File: config.mk
export PLATFORM = sky130hd
export DESIGN_NAME = board_engine_m
export DESIGN_NICKNAME = d
export VERILOG_FILES = /design/src/rtl/board_engine_m.sv
export SDC_FILE = /design/constraint.sdc
export NUM_CORES = 1
export LEC_CHECK = 0
export ABC_AREA = 0
export CAP_MARGIN = 20
export CORE_ASPECT_RATIO = 2
export CORE_MARGIN = 8
export CORE_UTILIZATION = 50
export CTS_BUF_LIST = sky130_fd_sc_hd__clkbuf_4 sky130_fd_sc_hd__clkbuf_8
export DETAILED_ROUTE_END_ITERATION = 6
export PLACE_DENSITY_LB_ADDON = 0.1
export SLEW_MARGIN = 20
export SYNTH_ARGS = -nofsm -noshare
export SYNTH_HDL_FRONTEND = slang
export SYNTH_SLANG_ARGS = --single-unit
File: constraint.sdc
create_clock -name clk -period 1.85 [get_ports clk]
set_input_delay 0.185 -clock clk [delete_from_list [all_inputs] [get_ports clk]]
set_output_delay 0.185 -clock clk [all_outputs]
set_load 0.005 [all_outputs]
File: src/rtl/board_engine_m.sv
// board_engine_m: move-commit stage for the 3x3 board.
// Catches each rising edge of submit, checks the move against the current
// turn and board, writes the cell, scores the board and passes the turn on.
// Every output comes straight from a flop.
module board_engine_m #(
    parameter logic       FIRST_TURN  = 1'b0,
    parameter logic [1:0] PLAYER_CELL = 2'b01
) (
    input  logic        clk,
    input  logic        reset_n,
    input  logic [3:0]  update_loc,
    input  logic [1:0]  update_val,
    input  logic        submit,
    input  logic        reset,
    output logic        turn,
    output logic [17:0] board,
    output logic [3:0]  move_count,
    output logic [1:0]  winner,
    output logic        game_over,
    output logic        move_err,
    output logic        busy
);

    typedef enum logic [2:0] {
        S_IDLE,
        S_CHECK,
        S_COMMIT,
        S_EVAL,
        S_HANDOVER
    } state_t;

    // The AI owns whichever piece the player does not.
    localparam logic [1:0] AI_CELL = PLAYER_CELL ^ 2'b11;

    state_t      state_q, state_d;
    logic        submit_q, submit_d;
    logic [3:0]  loc_q, loc_d;
    logic [1:0]  val_q, val_d;
    logic [17:0] board_q, board_d;
    logic [3:0]  count_q, count_d;
    logic [1:0]  winner_q, winner_d;
    logic        over_q, over_d;
    logic        turn_q, turn_d;
    logic        err_q, err_d;
    logic        busy_q, busy_d;

    logic        sub_edge;
    logic [1:0]  cell_cur;
    logic [1:0]  owner;
    logic [1:0]  line_win;
    logic        legal;

    // Returns the piece that fills cells a, b and c, or 00 if they differ.
    function automatic logic [1:0] line3(input logic [17:0] b, input int a,
                                         input int m, input int c);
        logic [1:0] pa;
        pa = b[2*a +: 2];
        if (pa != 2'b00 && pa == b[2*m +: 2] && pa == b[2*c +: 2])
            return pa;
        return 2'b00;
    endfunction

    // Returns the piece owning any complete row, column or diagonal.
    function automatic logic [1:0] find_win(input logic [17:0] b);
        logic [1:0] w;
        w = line3(b, 0, 1, 2);
        if (w == 2'b00) w = line3(b, 3, 4, 5);
        if (w == 2'b00) w = line3(b, 6, 7, 8);
        if (w == 2'b00) w = line3(b, 0, 3, 6);
        if (w == 2'b00) w = line3(b, 1, 4, 7);
        if (w == 2'b00) w = line3(b, 2, 5, 8);
        if (w == 2'b00) w = line3(b, 0, 4, 8);
        if (w == 2'b00) w = line3(b, 2, 4, 6);
        return w;
    endfunction

    // Find the latched cell's current contents and decide whether the move is legal.
    always_comb begin
        cell_cur = 2'b11;
        for (int i = 0; i < 9; i++) begin
            if (loc_q == i[3:0]) cell_cur = board_q[2*i +: 2];
        end
        owner    = turn_q ? AI_CELL : PLAYER_CELL;
        legal    = (loc_q <= 4'd8) && (val_q == owner) &&
                   (cell_cur == 2'b00) && !over_q;
        line_win = find_win(board_q);
    end

    // Next-state logic for the move sequencer and the game state.
    always_comb begin
        state_d  = state_q;
        submit_d = submit;
        loc_d    = loc_q;
        val_d    = val_q;
        board_d  = board_q;
        count_d  = count_q;
        winner_d = winner_q;
        over_d   = over_q;
        turn_d   = turn_q;
        err_d    = 1'b0;
        // A floating bus must not produce an edge, so insist on known 1 after known 0.
        sub_edge = (submit === 1'b1) && (submit_q === 1'b0);

        case (state_q)
            S_IDLE: begin
                if (sub_edge) begin
                    if (reset === 1'b1) begin
                        board_d  = '0;
                        count_d  = '0;
                        winner_d = 2'b00;
                        over_d   = 1'b0;
                        turn_d   = FIRST_TURN;
                    end else begin
                        loc_d   = update_loc;
                        val_d   = update_val;
                        state_d = S_CHECK;
                    end
                end
            end
            S_CHECK: begin
                if (legal) begin
                    state_d = S_COMMIT;
                end else begin
                    err_d   = 1'b1;
                    state_d = S_IDLE;
                end
            end
            S_COMMIT: begin
                for (int i = 0; i < 9; i++) begin
                    if (loc_q == i[3:0]) board_d[2*i +: 2] = val_q;
                end
                if (count_q != 4'd9) count_d = count_q + 4'd1;
                state_d = S_EVAL;
            end
            S_EVAL: begin
                if (line_win != 2'b00) begin
                    winner_d = line_win;
                    over_d   = 1'b1;
                end else if (count_q == 4'd9) begin
                    winner_d = 2'b00;
                    over_d   = 1'b1;
                end
                state_d = S_HANDOVER;
            end
            S_HANDOVER: begin
                // After a finished game the player gets the bus to issue the reset.
                turn_d  = over_q ? 1'b0 : ~turn_q;
                state_d = S_IDLE;
            end
            default: state_d = S_IDLE;
        endcase

        busy_d = (state_d != S_IDLE);
    end

    // State registers; reset_n abandons any move in flight.
    always_ff @(posedge clk) begin
        if (!reset_n) begin
            state_q  <= S_IDLE;
            submit_q <= 1'b0;
            loc_q    <= '0;
            val_q    <= '0;
            board_q  <= '0;
            count_q  <= '0;
            winner_q <= 2'b00;
            over_q   <= 1'b0;
            turn_q   <= FIRST_TURN;
            err_q    <= 1'b0;
            busy_q   <= 1'b0;
        end else begin
            state_q  <= state_d;
            submit_q <= submit_d;
            loc_q    <= loc_d;
            val_q    <= val_d;
            board_q  <= board_d;
            count_q  <= count_d;
            winner_q <= winner_d;
            over_q   <= over_d;
            turn_q   <= turn_d;
            err_q    <= err_d;
            busy_q   <= busy_d;
        end
    end

    assign turn       = turn_q;
    assign board      = board_q;
    assign move_count = count_q;
    assign winner     = winner_q;
    assign game_over  = over_q;
    assign move_err   = err_q;
    assign busy       = busy_q;

endmodule
==> reports/qor.csv <==
stage;metric;value;unit
run_status;status;finished, violations left;
run_status;violations;negative setup slack;
detailed_routing;drt_iter0_markers;111;
die;die_h;111;µm
clock_network;post-cts-setup-buffers;0;
detailed_routing;ant_nets;0;
timing;holdWs;0.454;ns
clock_network;clk_latency;0.29;ns
yosys;synth-edff-count;0;
finish;layout_commonest_cell;buf_4;
yosys;ys_warn_count;0;
power;vdd_drop_max;0.00109;V
worst_setup_path;end_kind;flip-flop;
timing;fin_crit;2.03;ns
die;dieArea;7080;µm²
clock_network;cts-root-buf;clkbuf_8;
finish;num_antenna_cells;0;
grt;first_global_vias;2524;
yosys;synthFlopType;dfxtp_1;
grt;antenna_found_initial;0;
clock_network;hold_buffers;0;
detailed_routing;viasPerCell;5.96;
die;ios;38;
placed_design;dpl-instance-area;3040;µm²
yosys;ys_seq_area_share;33.6;%
grt;grt.overflow.total;0;
grt;grt_pass1_wl;11.3;mm
detailed_routing;drt_wl_total;6.92;mm
placed_design;place_congestion;0.971;
yosys;yosysUniqueCellTypes;46;
timing;worst_slack;-0.178;ns
timing;clock.fmax;493;MHz
yosys;synth_seq_cells;38;
timing;worst_clock_skew;0.00408;ns
clock_network;cts_tree;built;
finish;fin_util;75.6;%
clock_network;clockBufferDepth;2;
placed_design;dp_hpwl;5.21;mm
min_path;min_path_type;flip-flop to flip-flop;
detailed_routing;vias;2534;
yosys;synthArstFlopShare;0;%
finish;drive_above_1_share;25.3;%
power;p_leak;1.36;nW
worst_setup_path;crit_path_max_fanout;3;
worst_setup_path;start_kind;flip-flop;
yosys;syn_area_per_cell;7.82;µm²
yosys;syn-instance-count;290;
worst_setup_path;worstPathRequired;2.08;ns
timing;rsz0062_at_grt;true;
placed_design;io_buffers;37;
worst_setup_path;arrival;2.26;ns
finish;area_growth;44.6;%
detailed_routing;remaining_drc_errors;0;
timing;finalHoldViolations;0;
finish;fillCellCount;353;
detailed_routing;dr.pass1.iters;4;
die;initial_utilization;52.2;%
timing;worst_pin_slew;0.493;ns
run;cap_violations;0;
yosys;synth_nets;302;
clock_network;cts_buffers;5;
die;core_area;4340;µm²
die;die_x;63.6;µm
clock_network;path_clk_slew;0.08;ns
worst_setup_path;crit_type;flip-flop to flip-flop;
finish;finalInstanceArea;3280;µm²
grt;grtUsageTotal;19.3;%
die;fp-row-count;34;
finish;layout_common_cells;buf_4 (51), clkdlybuf4s50_1 (37), nor2b_1 (25);
clock_network;cts.htree.levels;2;
grt;grt_max_degree;24;
timing;slew_violations;0;
timing;period_share;110;%
detailed_routing;wl_per_cell;16.3;µm
timing;slew_headroom;66.8;%
yosys;syn_area;2270;µm²
finish;fin_nets;382;
clock_network;cts_num_sinks;38;
power;p_per_area;526;nW/µm²
timing;setup_violations;1;
-- critical path: stages (launching register included) --
cell	delay [ns]
dfxtp_2	0.32
or4_4	0.54
o21a_1	0.18
o32ai_1	0.11
and2_1	0.20
o311ai_4	0.13
or3_1	0.35
a21oi_2	0.14
-- layer usage --
| metal | global-route usage [%] | vias to the layer above | routed length (µm) |
|---|---|---|---|
| li1 | - | 1217 | - |
| met1 | 18.3 | 1218 | 2570 |
| met2 | 35.6 | 78 | 3770 |
| met3 | 3.95 | 21 | 290 |
| met4 | 12.1 | 0 | 295 |
| met5 | 0 | - | 0 |
-- path summary, 6_finish.rpt --
| check | to | cells past startpoint | startpoint | slack [ns] |
|---|---|---|---|---|
| min reg2reg | winner[1] | 1 | winner[1] | 0.45 |
| min | winner[1] | 1 | winner[1] | 0.45 |
| max reg2reg | state_q[1] | 7 | loc_q[3] | -0.18 |
| max | state_q[1] | 7 | loc_q[3] | -0.18 |
-- through the flow --
stage	setup TNS [ns]	cells	power [mW]	setup slack, ns
2_1_floorplan	-0.0992	290	0.950	-0.0992
3_3_place_gp	-0.423	417	1.02	-0.206
3_5_place_dp	-0.610	417	1.02	-0.223
4_1_cts	-0.222	425	1.72	-0.137
5_1_grt	-0.264	425	1.78	-0.234
6_report	-0.178	425	1.73	-0.178
-- what timing repair did --
action                                 CTS  global route
gates resized for setup                 10            35
setup endpoints to repair                6            11
pin swaps                                1             7
endpoints found under the hold margin    0             0
-- cells in the mapped netlist (2+ instances only) --
library cell	instances	area share, %
nand3b_1	2	0.66
nor2b_1	25	6.9
nand4b_1	2	0.77
a31oi_1	3	0.83
clkbuf_1	14	2.3
and3_1	17	4.7
nor4b_1	2	0.77
a22oi_1	7	2.3
o32ai_1	2	0.77
nand2b_1	2	0.55
nor2_1	19	3.1
o21ai_0	26	5.7
nor3_1	20	4.4
mux2i_1	18	7.9
and2_1	7	1.9
a21oi_1	13	2.9
or3_1	3	0.83
nand2_1	19	3.1
o21a_1	7	2.3
inv_1	6	0.99
nor4_1	3	0.83
dfxtp_1	38	34
a21boi_0	3	0.99
nand3_1	8	1.8
buf_2	2	0.44
ha_1	2	1.1
-- area by class of cell --
class,count,area [µm²],area share (%)
Timing Repair Buffer,90,785,23.9
Tap cell,54,67.6,2.06
Clock inverter,3,40.0,1.22
Clock buffer,5,68.8,2.10
Multi-Input combinational cell,229,1510,46.1
Inverter,6,26.3,0.801
Sequential cell,38,779,23.8
-- power by group --
group / switching (mW) / internal [mW]
Clock: 0.299 / 0.397
Combinational: 0.0934 / 0.0997
Sequential: 0.00883 / 0.827
-- logic make-up after synthesis --
group	after synthesis	synth area share [%]
adder cells (fa/ha/maj)	2	1.10
multiplexers	18	7.95
flip-flops	38	33.6
AND/OR/NAND/NOR	135	32.5
buffers and inverters	23	4.25
AO/OA/AOI/OAI	74	20.6
-- registers in the layout, indices dropped and copies added (netlist names) --
name,flops
move_err,1
state_q,3
submit_q,1
turn,1
val_q,2
busy,1
loc_q,4
winner,2
move_count,4
game_over,1
board,18
Power figures use the tool's default switching activity.
